`src/rtl/imem_loader_pkg.sv`:
```
// Shared definitions for the boot-time IMEM loader: FSM states and frame geometry.
package imem_loader_pkg;

    typedef enum logic [2:0] {
        HDR,
        LOAD,
        CSUM,
        DONE,
        ERR
    } state_t;

    localparam int unsigned HDR_BYTES      = 4;
    localparam int unsigned BYTES_PER_WORD = 4;

endpackage

```
`src/rtl/imem_loader_byte_assembler.sv`:
```
// Little-endian byte-to-word assembler, shared by the header count and the payload words.
// next_word is the word as it would look with byte_in shifted in; word_full flags that
// the byte being shifted this cycle completes a word.
module byte_assembler
    import imem_loader_pkg::*;
(
    input  logic        clk,
    input  logic        rst,
    input  logic        clear,
    input  logic        shift_en,
    input  logic [7:0]  byte_in,
    output logic [31:0] next_word,
    output logic        word_full
);

    logic [23:0] acc;
    logic [1:0]  count;

    assign next_word = {byte_in, acc};
    assign word_full = shift_en && (count == 2'(BYTES_PER_WORD - 1));

    // Shift accepted bytes in from the top; the byte counter wraps every word.
    always_ff @(posedge clk or negedge rst) begin
        if (!rst) begin
            acc   <= '0;
            count <= '0;
        end else if (clear) begin
            acc   <= '0;
            count <= '0;
        end else if (shift_en) begin
            acc   <= next_word[31:8];
            count <= count + 2'd1;
        end
    end

endmodule

```
`src/rtl/imem_loader.sv`:
```
// Boot-time program loader: receives a framed byte stream (LE word count, payload words,
// XOR checksum), writes the words into IMEM and releases the core only on a good image.
module imem_loader
    import imem_loader_pkg::*;
#(
    parameter int unsigned ADDRESS_WIDTH = 32,
    parameter int unsigned DATA_WIDTH    = 32,
    parameter int unsigned IMEM_SIZE     = 1024
) (
    input  logic                     clk,
    input  logic                     rst,
    input  logic                     in_valid,
    input  logic [7:0]               in_data,
    output logic                     in_ready,
    input  logic                     restart,
    output logic                     imem_we,
    output logic [ADDRESS_WIDTH-1:0] imem_waddr,
    output logic [DATA_WIDTH-1:0]    imem_wdata,
    output logic                     cpu_rst,
    output logic                     done,
    output logic                     err,
    output logic [ADDRESS_WIDTH-1:0] words_loaded
);

    state_t                   state, state_next;
    logic                     accept;
    logic                     shift_en;
    logic                     rearm;
    logic [31:0]              next_word;
    logic                     word_full;
    logic [ADDRESS_WIDTH-1:0] n_words;
    logic [7:0]               csum_acc;

    assign in_ready = (state == HDR) || (state == LOAD) || (state == CSUM);
    assign accept   = in_valid && in_ready;
    assign shift_en = accept && ((state == HDR) || (state == LOAD));
    assign rearm    = restart && ((state == DONE) || (state == ERR));

    byte_assembler u_asm (
        .clk       (clk),
        .rst       (rst),
        .clear     (rearm),
        .shift_en  (shift_en),
        .byte_in   (in_data),
        .next_word (next_word),
        .word_full (word_full)
    );

    // State register.
    always_ff @(posedge clk or negedge rst) begin
        if (!rst) begin
            state <= HDR;
        end else begin
            state <= state_next;
        end
    end

    // Next-state: header size check, payload completion, checksum verdict, re-arm.
    always_comb begin
        state_next = state;
        case (state)
            HDR: begin
                if (word_full) begin
                    if (next_word == 32'd0) begin
                        state_next = CSUM;
                    end else if (next_word > 32'(IMEM_SIZE)) begin
                        state_next = ERR;
                    end else begin
                        state_next = LOAD;
                    end
                end
            end
            LOAD: begin
                if (word_full && ((words_loaded + ADDRESS_WIDTH'(1)) == n_words)) begin
                    state_next = CSUM;
                end
            end
            CSUM: begin
                if (accept) begin
                    state_next = (in_data == csum_acc) ? DONE : ERR;
                end
            end
            DONE, ERR: begin
                if (restart) begin
                    state_next = HDR;
                end
            end
            default: state_next = HDR;
        endcase
    end

    // Datapath: word writes, address/count tracking, running XOR and registered status.
    always_ff @(posedge clk or negedge rst) begin
        if (!rst) begin
            imem_we      <= 1'b0;
            imem_waddr   <= '0;
            imem_wdata   <= '0;
            words_loaded <= '0;
            n_words      <= '0;
            csum_acc     <= '0;
            cpu_rst      <= 1'b1;
            done         <= 1'b0;
            err          <= 1'b0;
        end else begin
            imem_we <= 1'b0;
            done    <= (state_next == DONE);
            err     <= (state_next == ERR);
            cpu_rst <= (state_next != DONE);
            if ((state == HDR) && word_full) begin
                n_words <= ADDRESS_WIDTH'(next_word);
            end
            if ((state == LOAD) && accept) begin
                csum_acc <= csum_acc ^ in_data;
                if (word_full) begin
                    imem_we      <= 1'b1;
                    imem_waddr   <= {words_loaded[ADDRESS_WIDTH-3:0], 2'b00};
                    imem_wdata   <= DATA_WIDTH'(next_word);
                    words_loaded <= words_loaded + ADDRESS_WIDTH'(1);
                end
            end
            if (rearm) begin
                words_loaded <= '0;
                n_words      <= '0;
                csum_acc     <= '0;
            end
        end
    end

endmodule

```
`config.mk`:
```
export PLATFORM = sky130hd
export DESIGN_NAME = imem_loader
export DESIGN_NICKNAME = d
export VERILOG_FILES = /design/src/rtl/imem_loader_pkg.sv /design/src/rtl/imem_loader_byte_assembler.sv /design/src/rtl/imem_loader.sv
export SDC_FILE = /design/constraint.sdc
export NUM_CORES = 1
export LEC_CHECK = 0
export ABC_CLOCK_PERIOD_IN_PS = 7600
export CELL_PAD_IN_SITES_DETAIL_PLACEMENT = 0
export CELL_PAD_IN_SITES_GLOBAL_PLACEMENT = 2
export CORE_MARGIN = 4
export CORE_UTILIZATION = 36
export CTS_CLUSTER_SIZE = 24
export DETAILED_ROUTE_END_ITERATION = 7
export GPL_TIMING_DRIVEN = 0
export PLACE_DENSITY_LB_ADDON = 0.15
export SLEW_MARGIN = 20
export SYNTH_ARGS = -nofsm -noshare
export SYNTH_HDL_FRONTEND = slang
export SYNTH_SLANG_ARGS = --single-unit
export TNS_END_PERCENT = 30
```
`constraint.sdc`:
```
create_clock -name clk -period 7.6 [get_ports clk]
set_input_delay 1.14 -clock clk [delete_from_list [all_inputs] [get_ports clk]]
set_output_delay 1.14 -clock clk [all_outputs]
set_load 0.05 [all_outputs]
```
==> results of run 1 <==
[per-layer routing]
layer  GRT usage  up-vias  part of all wire
met5           0        -                 0
met4      0.0611        0             0.021
met3      0.0362       37             0.044
met2       0.347      211              0.48
met1       0.279     3383              0.46
li1            -     3497                 -
[layout by cell type, fill, tap and decap left out, types with 9 or more instances in the layout]
cell type / synthesis / routed
clkbuf_1: 47 / 49
nor4_1: 18 / 18
clkdlybuf4s50_1: 0 / 101
xor2_1: 25 / 25
nand3_1: 17 / 17
buf_2: 15 / 15
nand4_1: 12 / 12
clkbuf_16: 0 / 17
o31ai_1: 13 / 13
nor2_1: 47 / 47
dfrtp_1: 166 / 166
inv_1: 9 / 9
o21ai_0: 69 / 69
xnor2_1: 31 / 31
nand2_1: 340 / 340
a21oi_1: 71 / 71
[power by group]
part / switching [mW] / internal, mW / total, mW / leakage [nW]
clock network: 0.404 / 0.498 / 0.902 / 0.287
registers: 0.241 / 1.07 / 1.31 / 2.27
logic: 0.439 / 0.297 / 0.736 / 2.13
[worst paths after layout]
path / endpoint / slack (ns) / cells past startpoint / from
setup / recovery: imem_wdata[18] / 3.72 / 10 / in_valid
hold / removal: imem_waddr[11] / 0.47 / 2 / imem_waddr[11]
setup reg to reg: state[0] / 3.98 / 9 / words_loaded[0]
hold reg to reg: imem_waddr[11] / 0.47 / 2 / imem_waddr[11]
max in group asynchronous: cpu_rst / 6.01 / 3 / rst
min in group asynchronous: imem_waddr[10] / 0.59 / 1 / rst
[per-stage QoR]
step	TNS, ns	power, mW	hold slack (ns)	instances	util
after floorplan	0	1.76	0.476	976	-
after global placement	-314.69	2.05	0.458	1363	0.427
after detailed placement	0	2.06	0.462	1365	0.429
after CTS	0	2.97	0.479	1397	0.456
after global routing	0	3.11	0.493	1397	0.456
final	0	2.94	0.473	1397	0.456
[worst max-delay path: cells and delay by family]
family / cells / cell delay (ns)
AND/OR/NAND/NOR: 4 / 0.62
buffers and inverters: 6 / 2.49
[registers in the layout, summed over array words and instances, names as in the netlist]
| signal | flops |
|---|---|
| state | 3 |
| imem_we | 1 |
| u_asm.acc | 24 |
| u_asm.count | 2 |
| cpu_rst | 1 |
| imem_waddr | 30 |
| csum_acc | 8 |
| err | 1 |
| words_loaded | 32 |
| imem_wdata | 32 |
| done | 1 |
| n_words | 32 |
[logic make-up (layout without fill, tap and decap cells)]
| family | count (synthesis) | after routing |
|---|---|---|
| buf+inv | 82 | 218 |
| mux | 1 | 1 |
| simple gates | 484 | 484 |
| fa+ha+maj | 2 | 2 |
| compound gates | 181 | 181 |
| other cells | 1 | 2 |
| xor+xnor | 57 | 57 |
| flops | 167 | 167 |
[area by class of cell]
type / count / area (um2)
multi-input combinational: 727 / 3730
sequential: 167 / 4180
timing repair buffer: 104 / 1080
clock buffer: 19 / 433
inverter: 10 / 51.3
clock inverter: 13 / 160
tap: 285 / 357
fill: 2292 / 12300
buffer: 72 / 297
==> out/metrics.yaml, run 1 <==
synth_top_area_share: 0.503
slowest_delay_ns: 0.54
ys.flop_type: "dfrtp_1"
synthMostInstantiatedCell: "nand2_1"
initial_utilization: 0.366
final_hold_viol_count: 0
synth_seq_cells: 167
hold_buffers: 0
post_dp_cell_area_mm2: 0.00969
core-area_mm2: 0.0226
tightest_slew_ns: 0.967
crit_path_end_kind: "register"
cp_max_fo: 10
chipHeight_um: 159
rows: 55
insertion_delay_ns: 0.44
grt_usage: 0.208
io_buffers: 102
yosysSeqAreaShare: 0.507
fin_skew_ns: 0.0149
drv_cap: 0
cts_tree: "done"
period_needed_ns: 3.88
drt-wirelength-per-cell_um: 18.6
muxShareOfSynthArea: 0.00136
cts.clk_slew.worst_paths_ns: 0.07
synth_compound_area_frac: 0.125
peakVddDrop_v: 0.000116
drc: 0
synth_cell_types: 60
clkSinkCount: 167
synth_fa_ha_area_frac: 0.00303
avgSynthCellArea_um2: 8.46
synthTopCellsByCount: "nand2_1, dfrtp_1, a21oi_1"
max_freq_mhz: 257
period_share: 0.511
worst_path_max_delay_cell: "clkdlybuf4s50_1"
die_w_um: 159
setup_viol: 0
path_class: "primary input to register"
p_leak_nw: 4.69
htree_levels: 4
gp_congestion: 0.888
synth_edf_count: 0
cts-root-buf: "clkbuf_16"
hold_class: "register to register"
diodes: 0
ant_nets: 0
grt_max_degree: 65
yosys.area_share.simple: 0.259
slew_headroom: 0.356
grt_pass1_wl_mm: 41.7
vias: 7128
area_delta_synth_final_pct: 24.7
antenna_found_initial: 0
pwr_density_cell_mw_per_mm2: 286
die-area_mm2: 0.0254
cp.required_ns: 7.98
setup_ws_ns: 3.72
rsz0062_at_grt: "no"
grt_overflow_total: 0
slew_violations: 0
status: "complete, no violations"
postCtsSetupBuffers: 0
final_nets: 1113
dp_hpwl_mm: 19.0
cp_data_arrival_time_ns: 4.26
grt_pass1_vias: 7132
drt_iter0_markers: 470
synth.area.top_cells: "dfrtp_1, nand2_1, a21oi_1"
drt-total-wl_mm: 26.0
cp-start-kind: "primary input"
dr.pass1.iters: 5
drive_gt1_frac: 0.0594
ys_warn_count: 0
synth_top_area_cell: "dfrtp_1"
ios: 113
synth_xor_area_frac: 0.0622
vias_per_cell: 5.10
path_cells: "clkdlybuf4s50_1 > and3_1 > clkbuf_1 > nand2_1 > inv_1 > clkbuf_1 > buf_2 > buf_1 > nand2_1 > nand2_1"
pre_cts_ws_ns: 3.23
syn_area_mm2: 0.00825
stdcell_area_mm2: 0.0103
syn_inst: 975
cts_max_path_buffers: 2
cts_buffers: 17
synth_top_family_by_area: "simple AND/OR/NAND/NOR gates"
crit_top_cell: "nand2_1"
ctsResizeCount: 0
synth-async-reset-ratio: 1.00
(Power assumes the default switching activity.)
==> inputs of run 2 (changes only) <==
--- a/config.mk
+++ b/config.mk
@@ -5,11 +5,11 @@
 export SDC_FILE = /design/constraint.sdc
 export NUM_CORES = 1
 export LEC_CHECK = 0
-export ABC_CLOCK_PERIOD_IN_PS = 7600
+export ABC_CLOCK_PERIOD_IN_PS = 3130
 export CELL_PAD_IN_SITES_DETAIL_PLACEMENT = 0
 export CELL_PAD_IN_SITES_GLOBAL_PLACEMENT = 2
 export CORE_MARGIN = 4
-export CORE_UTILIZATION = 36
+export CORE_UTILIZATION = 30
 export CTS_CLUSTER_SIZE = 24
 export DETAILED_ROUTE_END_ITERATION = 7
 export GPL_TIMING_DRIVEN = 0
==> constraint.sdc (replaced) <==
create_clock -name clk -period 3.13 [get_ports clk]
set_input_delay 0.4695 -clock clk [delete_from_list [all_inputs] [get_ports clk]]
set_output_delay 0.4695 -clock clk [all_outputs]
set_load 0.05 [all_outputs]
==> out/metrics.yaml, run 2 (synthesis gave the netlist of run 1 again) <==
cp.required_ns: 3.45
timing.rr.end: "state[0]"
pre_cts_ws_ns: -0.632
regToRegStartpoint: "words_loaded[0]"
pwr_density_cell_mw_per_mm2: 682
gp_congestion: 0.881
p_sw_frac: 0.383
grt_overflow_total: 0
insertion_delay_ns: 0.44
cp_max_fo: 7
antenna_found_initial: 0
rows: 60
status: "complete, no violations"
hold_depth: 3
area_delta_synth_final_pct: 26.9
hold_path_end: "imem_wdata[30]"
reg2regPathDepth: 10
cp_data_arrival_time_ns: 3.41
p_int_mw: 4.41
drv_cap: 0
cts.clk_slew.worst_paths_ns: 0.08
fin_util: 0.387
drt_iter0_markers: 381
setup_ws_ns: 0.0476
vias_per_cell: 4.88
setup_viol: 0
final_nets: 1118
clkPwrFrac: 0.296
period_share: 0.985
tightest_slew_ns: 0.773
dp_hpwl_mm: 20.3
max_freq_mhz: 324
path_class: "register to register"
die_w_um: 174
core-area_mm2: 0.0270
total_power_mw: 7.14
diodes: 0
n_fill_cell: 2813
switchingPower_mw: 2.73
slew_headroom: 0.485
fin_skew_ns: 0.0125
drt-wirelength-per-cell_um: 19.3
cts_tree: "done"
cts_max_path_buffers: 2
final_hold_viol_count: 0
final_cell_mix: "nand2_1, dfrtp_1, clkdlybuf4s50_1"
htree_levels: 4
cts_buffers: 17
ant_nets: 0
slew_violations: 0
final_common_cell: "nand2_1"
chipHeight_um: 174
initial_utilization: 0.305
pwr-share-seq: 0.448
rsz0062_at_grt: "yes"
reg2reg_slack_ns: 0.05
grt_pass1_vias: 7261
ios: 113
io_buffers: 102
peakVddDrop_v: 0.000379
vias: 7121
crit_path_end_kind: "register"
drc: 0
drt-total-wl_mm: 28.1
hold_class: "primary input to register"
dr.pass1.iters: 5
drive_gt1_frac: 0.0842
grt_max_degree: 63
period_needed_ns: 3.08
cp-start-kind: "register"
p_leak_nw: 4.74
clkSinkCount: 167
hp-start: "in_data[6]"
reg_top3: "imem_wdata: 32 flops, n_words: 32 flops, words_loaded: 32 flops"
die-area_mm2: 0.0302
grt_pass1_wl_mm: 44.6
cts-root-buf: "clkbuf_16"
power_frac_comb: 0.256
grt_usage: 0.189
## run 2: changes by cell type in the layout (fill, tap and decap cells not counted), sizes merged
cell         delta
buf             +3
bufinv          -2
clkinv          +6
clkinvlp        +1
dlygate4sd3     +1
inv             -4
## run 2: how the worst max path moves through the flow
| stage | from | to | slack [ns] | depth (start not counted) |
|---|---|---|---|---|
| 6_report | words_loaded[0] | state[0] | 0.05 | 10 |
| 5_1_grt | words_loaded[6] | state[0] | -0.14 | 9 |
| 4_1_cts | state[0] | words_loaded[4] | -0.04 | 7 |
| 3_5_place_dp | in_valid | imem_wdata[23] | -0.63 | 10 |
| 3_3_place_gp | rst | imem_wdata[14] | -5.91 | 1 |
| 2_1_floorplan | words_loaded[0] | state[0] | 0.12 | 9 |
## run 2: area by class of cell
type | instances | area, um2 | area share
Inverter | 10 | 55.1 | 0.00526
Buffer | 69 | 295 | 0.0282
Clock inverter | 14 | 141 | 0.0135
Tap cell | 341 | 427 | 0.0407
Multi-Input combinational cell | 727 | 3780 | 0.361
Clock buffer | 18 | 439 | 0.0419
Sequential cell | 167 | 4190 | 0.400
Timing Repair Buffer | 112 | 1140 | 0.109
## run 2: what timing repair did
action | in CTS | in global routing
endpoints found under the setup margin | 32 | 66
gates resized for setup | 11 | 14
pin swaps | 3 | 4
hold buffers | 1 | 0
buffers inserted | 3 | 4
endpoints found under the hold margin | 44 | 0
## run 2: worst max-delay path, cell delays in order (launching register included)
cell and delay [ns]:
dfrtp_2 0.44, ha_2 0.25, and4_1 0.18, buf_2 0.18, nand2_2 0.08, xnor2_1 0.14, a221oi_2 0.32, or4b_1 0.48
nor4_1 0.30, nand4_1 0.29, a31o_1 0.31
## run 2: power groups by stage
stage                     logic (mW)  clock network, mW  registers (mW)
final                           1.83               2.12            3.20
after global placement          1.79                  0            3.24
after CTS                       1.82               2.18            3.21
after detailed placement        1.81                  0            3.25
after global routing            2.05               2.26            3.27
after floorplan                 1.07                  0            3.20
## run 2: per-stage QoR
stage / cell area [um2] / cells / hold slack, ns / setup TNS (ns)
after floorplan: 8260 / 976 / 0.174 / 0
after global placement: 9700 / 1419 / 0.457 / -1012.22
after detailed placement: 9760 / 1421 / 0.404 / -25.50
after CTS: 10400 / 1455 / 0.438 / -0.0763
after global routing: 10500 / 1458 / 0.454 / -0.136
final: 10500 / 1458 / 0.435 / 0
## run 2: layer usage
layer | global-route usage | up-vias | part of all wire
met4 | 0.0548 | 0 | 0.016
met5 | 0 | - | 0
met3 | 0.0238 | 25 | 0.032
li1 | - | 3519 | -
met1 | 0.261 | 3421 | 0.47
met2 | 0.312 | 156 | 0.48
==> RTL edit 1, RTL diff (flow settings as in run 1) <==
Re-encode `state_t` (5 states) as one-hot, 5 bits wide.
--- a/src/rtl/imem_loader_pkg.sv
+++ b/src/rtl/imem_loader_pkg.sv
@@ -3,8 +3,8 @@
 
-    typedef enum logic [2:0] {
-        HDR,
-        LOAD,
-        CSUM,
-        DONE,
-        ERR
+    typedef enum logic [4:0] {
+        HDR  = 5'b00001,
+        LOAD = 5'b00010,
+        CSUM = 5'b00100,
+        DONE = 5'b01000,
+        ERR  = 5'b10000
     } state_t;
Behaviour: same outputs for any inputs over 4 cycles, from zero or initial values and one cycle with rst low; so few cycles prove little.
==> RTL edit 1 against run 1 <==
Clock power down 5.3%; synthesized area up 1.1%; total power down 13%; worst hold slack worse by 0.0022 ns; sequential cell count up 2; cell area up 0.66%; die area up 1.1%; routed wire length up 2.3%; synthesized cell count up 0.62%; setup slack worse by 0.028 ns; clock skew about the same.
==> RTL edit 1: results (changes against run 1) <==
GRT
  – GRT met3 Usage: 0.03510 (-0.001144)
  – Largest net degree at the start of global routing: 86 (+32%)
  – GR Layer Usage met2: 0.3356 (-0.01103)
  – Via count of the first global-routing pass: 7180 (+0.67%)
  – GR Util met1: 0.2896 (+0.01094)
  – Gr usage total: 0.2086 (+0.0008035)
  – First-pass GRT wire length: 42130 um (+1.1%)

STA
  – Clock Skews: 0.01534 ns (+0.0004799 ns)
  – Hold_ws: 0.4710 ns (-0.002165 ns)
  – Peak Freq: 255.6 MHz (-0.72%)
  – Max_slew headroom: 0.2869 (-0.06876)

Detailed routing
  – Final WL: 26620 um (+2.3%)
  – Routed wire per std cell: 18.96 um (+1.8%)
  – DRT met1 WL: 12500 um (+5.1%)
  – Iteration-0 DRC Markers: 577 (+23%)
  – Routed wl met2: 12300 um (-0.94%)
  – Pre-antenna DRT Iters: 6 (+1)
  – Via Count: 7274 (+2.0%)
  – WL met3: 1178 um (+1.9%)

Power
  – Leakage: 4.604 nW (-1.8%)

Placed design
  – Gpl congestion: 0.8706 (-1.9%)
  – DP Cell Count: 1373 (+0.59%)
  – I/O Buffers: 105 (+2.9%)
  – Place WS: 3.321 ns (+0.09457 ns)
  – Placement Cell Area: 0.009789 mm^2 (+0.99%)
  – Hpwl dp: 18970 um (-0.20%)

Setup path
  – FF-to-FF setup slack: 3.88 ns (-0.10 ns)
  – CP max-delay cell: nor2_1
  – Critical path's largest stage delay: 0.68 ns (+0.14 ns)

Logic synthesis
  – Area contributors post-synth: dfrtp_1, nand2_1, a21oi_1
  – Cells after synthesis: 981 (+0.62%)
  – Commonest cells post-synth: nand2_1, dfrtp_1, a21oi_1, o21ai_0, clkbuf_1

Layout
  – Fill count: 2303 (+0.48%)
  – # nets final: 1121 (+0.72%)
  – Proportion of layout cells with a drive suffix above 1: 0.05004 (-0.009308)

Outcome
  – Status: finished, final reports clean
==> RTL edit 1: logic make-up (layout without fill, tap and decap cells) <==
kind of cell	count (synthesis)	count (layout)	share of synthesized area
simple gates	491	491	0.2585
compound gates	170	170	0.1160
flops	169	169	0.5070
buf+inv	80	217	0.03928
xor+xnor	62	62	0.06837
mux	5	5	0.006147
fa+ha+maj	3	3	0.004197
other cells	1	2	0.0004493
==> RTL edit 1: layout make-up <==
type / instances / area share
Tap cell: 285 / 0.03444
Clock inverter: 8 / 0.008338
Inverter: 7 / 0.002538
Multi-Input combinational cell: 733 / 0.3660
Buffer: 73 / 0.02912
Timing Repair Buffer: 106 / 0.1047
Clock buffer: 23 / 0.04616
Sequential cell: 169 / 0.4087
==> RTL edit 1: worst min-delay path, delay by kind of cell, from the launching register on <==
| kind | cells | cell delay [ns] |
|---|---|---|
| flops | 1 | 0.34 |
| simple gates | 2 | 0.10 |
==> RTL edit 1: final timing paths <==
path                                             start                           to  cells after the start
setup reg to reg           words_loaded[1]$_DFFE_PN0P_           state[1]$_DFF_PN0_                      9
setup / recovery                              in_valid  words_loaded[3]$_DFFE_PN0P_                      9
hold reg to reg             imem_waddr[20]$_DFFE_PN0P_   imem_waddr[20]$_DFFE_PN0P_                      2
max in group asynchronous                          rst    u_asm.acc[21]$_DFFE_PN0P_                      2
min in group asynchronous                          rst            imem_we$_DFF_PN0_                      1
hold / removal              imem_waddr[20]$_DFFE_PN0P_   imem_waddr[20]$_DFFE_PN0P_                      2
==> RTL edit 1: power by group <==
| part | total, mW | internal [mW] | switching [mW] |
|---|---|---|---|
| sequential | 1.22 | 1.04 | 0.184 |
| clock | 0.854 | 0.479 | 0.375 |
| combinational | 0.496 | 0.219 | 0.278 |
==> RTL edit 2, RTL diff (config.mk and constraints of run 1) <==
Made on the original files. `ADDRESS_WIDTH`: 32 -> 24.
--- a/src/rtl/imem_loader.sv
+++ b/src/rtl/imem_loader.sv
@@ -5,3 +5,3 @@
 #(
-    parameter int unsigned ADDRESS_WIDTH = 32,
+    parameter int unsigned ADDRESS_WIDTH = 24,
     parameter int unsigned DATA_WIDTH    = 32,
Ports: changed (resized imem_waddr and words_loaded); port bits go from 113 to 97. No check against the original RTL was run, so the function may have changed too.
==> RTL edit 2 against run 1 <==
Sequential cell count down 24; fmax rose by 2.6%; total power increased by 8.5%; setup slack better by 0.098 ns; routed wire length fell by 19%; synthesized area shrank 16%; cell area fell by 13%; synthesized cell count decreased by 20%; register-to-register slack improved by 0.49 ns; largest power group unchanged.
==> RTL edit 2: results (changes against run 1) <==
Setup path
  – CP Data Arrival Time: 4.14 ns (-0.12 ns)
  – FF-to-FF setup slack: 4.47 ns (+0.49 ns)
  – FF-to-FF Start: words_loaded[1]$_DFFE_PN0P_
  – CP max-delay cell: clkbuf_1
  – Critical path's largest stage delay: 0.64 ns (+0.10 ns)

STA
  – Least-Margin Pin Slew: 0.9396 ns (-0.02691 ns)
  – Clock Skews: 0.008171 ns (-0.006688 ns)

Power
  – Leakage: 4.036 nW (-14%)
  – Maximum vdd drop: 247.8 uV (+110%)
  – Sw frac: 0.3864 (+0.01823)

Hold path
  – Hold Path End: imem_waddr[14]$_DFFE_PN0P_
  – Worst min-delay path startpoint: imem_waddr[14]$_DFFE_PN0P_

GRT
  – Largest net degree at the start of global routing: 102 (+57%)
  – First-pass GRT wire length: 33760 um (-19%)
  – Gr usage total: 0.1965 (-0.01124)

CTS
  – Clock Latency Late Sink: 0.42 ns (-0.02 ns)

Logic synthesis
  – Synth Area in Compound Gates: 0.1572 (+0.03227)
  – Fraction of synthesized cell area in xor and xnor cells: 0.04505 (-0.01712)
  – Synth warn: 0 (unchanged)
  – Commonest cells post-synth: nand2_1, dfrtp_1, o21ai_0, a21oi_1, clkbuf_1
  – Avg Cell Area, Syn: 8.927 um^2 (+5.5%)
  – Adder-Cell Fraction of Synth Area: 0.003589 (+0.0005568)
  – Area contributors post-synth: dfrtp_1, nand2_1, o21ai_0
  – Post-synthesis mux area share: 0.003230 (+0.001866)
  – Register area share after synthesis: 0.5135 (+0.006864)
  – Cell variety after synth: 62 (+3.3%)

Placed design
  – Placement Cell Area: 0.008274 mm^2 (-15%)
  – Gpl congestion: 0.8794 (-0.95%)
  – DP Cell Count: 1137 (-17%)
  – Hpwl dp: 15240 um (-20%)
  – I/O Buffers: 94 (-7.8%)

Detailed routing
  – Routed wire per std cell: 17.99 um (-3.4%)
  – Via Count: 6122 (-14%)
  – Iteration-0 DRC Markers: 336 (-29%)
  – Routed vias/inst: 5.237 (+2.6%)

Outcome
  – Status: finished, final reports clean

Layout
  – # nets final: 910 (-18%)
  – Proportion of layout cells with a drive suffix above 1: 0.07591 (+0.01656)
## RTL edit 2: changes by cell type in the layout (fill, tap and decap cells not counted), moves of 15 or more
cell	change
nor2_1	-20
xnor2_1	-15
clkbuf_1	-17
nand2_1	-90
a22o_1	+20
dfrtp_1	-24
a21oi_1	-38
## RTL edit 2: how the worst max path moves through the flow
stage | start | to | slack, ns | depth (start not counted)
after CTS | in_valid | imem_wdata[30]$_DFFE_PN0P_ | 3.78 | 9
final | in_valid | imem_wdata[30]$_DFFE_PN0P_ | 3.81 | 9
after detailed placement | in_valid | imem_wdata[30]$_DFFE_PN0P_ | 3.34 | 9
after floorplan | words_loaded[1]$_DFFE_PN0P_ | state[0]$_DFF_PN0_ | 4.90 | 9
after global routing | in_valid | imem_wdata[30]$_DFFE_PN0P_ | 3.54 | 9
after global placement | rst | imem_wdata[8]$_DFFE_PN0P_ | -0.33 | 1
## RTL edit 2: kinds of logic after synthesis
kind of cell,Yosys count
AO/OA/AOI/OAI,172
XOR/XNOR,35
flip-flops,143
other,1
buffers and inverters,65
AND/OR/NAND/NOR,361
multiplexers,2
adder cells (fa/ha/maj),2
## RTL edit 2: power by group through the flow
stage | Sequential [mW] | Clock [mW] | Combinational [mW]
floorplan | 1.45 | 0 | 0.444
global placement | 1.21 | 0 | 1.09
detailed placement | 1.21 | 0 | 1.10
CTS | 1.20 | 0.921 | 1.11
global route | 1.23 | 0.953 | 1.18
finish | 1.20 | 0.900 | 1.10
## RTL edit 2: per-stage QoR
| stage | hold slack [ns] | setup slack, ns |
|---|---|---|
| floorplan | 0.4741 | 4.896 |
| global placement | 0.4575 | -0.3280 |
| detailed placement | 0.4618 | 3.338 |
| CTS | 0.4759 | 3.781 |
| global route | 0.4933 | 3.536 |
| finish | 0.4705 | 3.814 |
## RTL edit 2: per-layer routing
layer / GRT usage / part of all wire
met1: 0.2591 / 0.45
met2: 0.3304 / 0.49
met3: 0.03208 / 0.039
met4: 0.06570 / 0.020
met5: 0 / 0
## RTL edit 2: cell type report
cell class	instances	area, um^2
buffer	57	262.8
clock buffer	23	478.0
clock inverter	9	155.1
fill	1850	9986
inverter	8	30.03
multi-input combinational	574	3103
sequential	143	3580
tap	260	325.3
timing repair buffer	95	973.4
## RTL edit 2: tightest hold or removal path: stages, from the launching register on
cell and delay (ns):
dfrtp_1 0.34, nand2_1 0.05, nand2_1 0.05
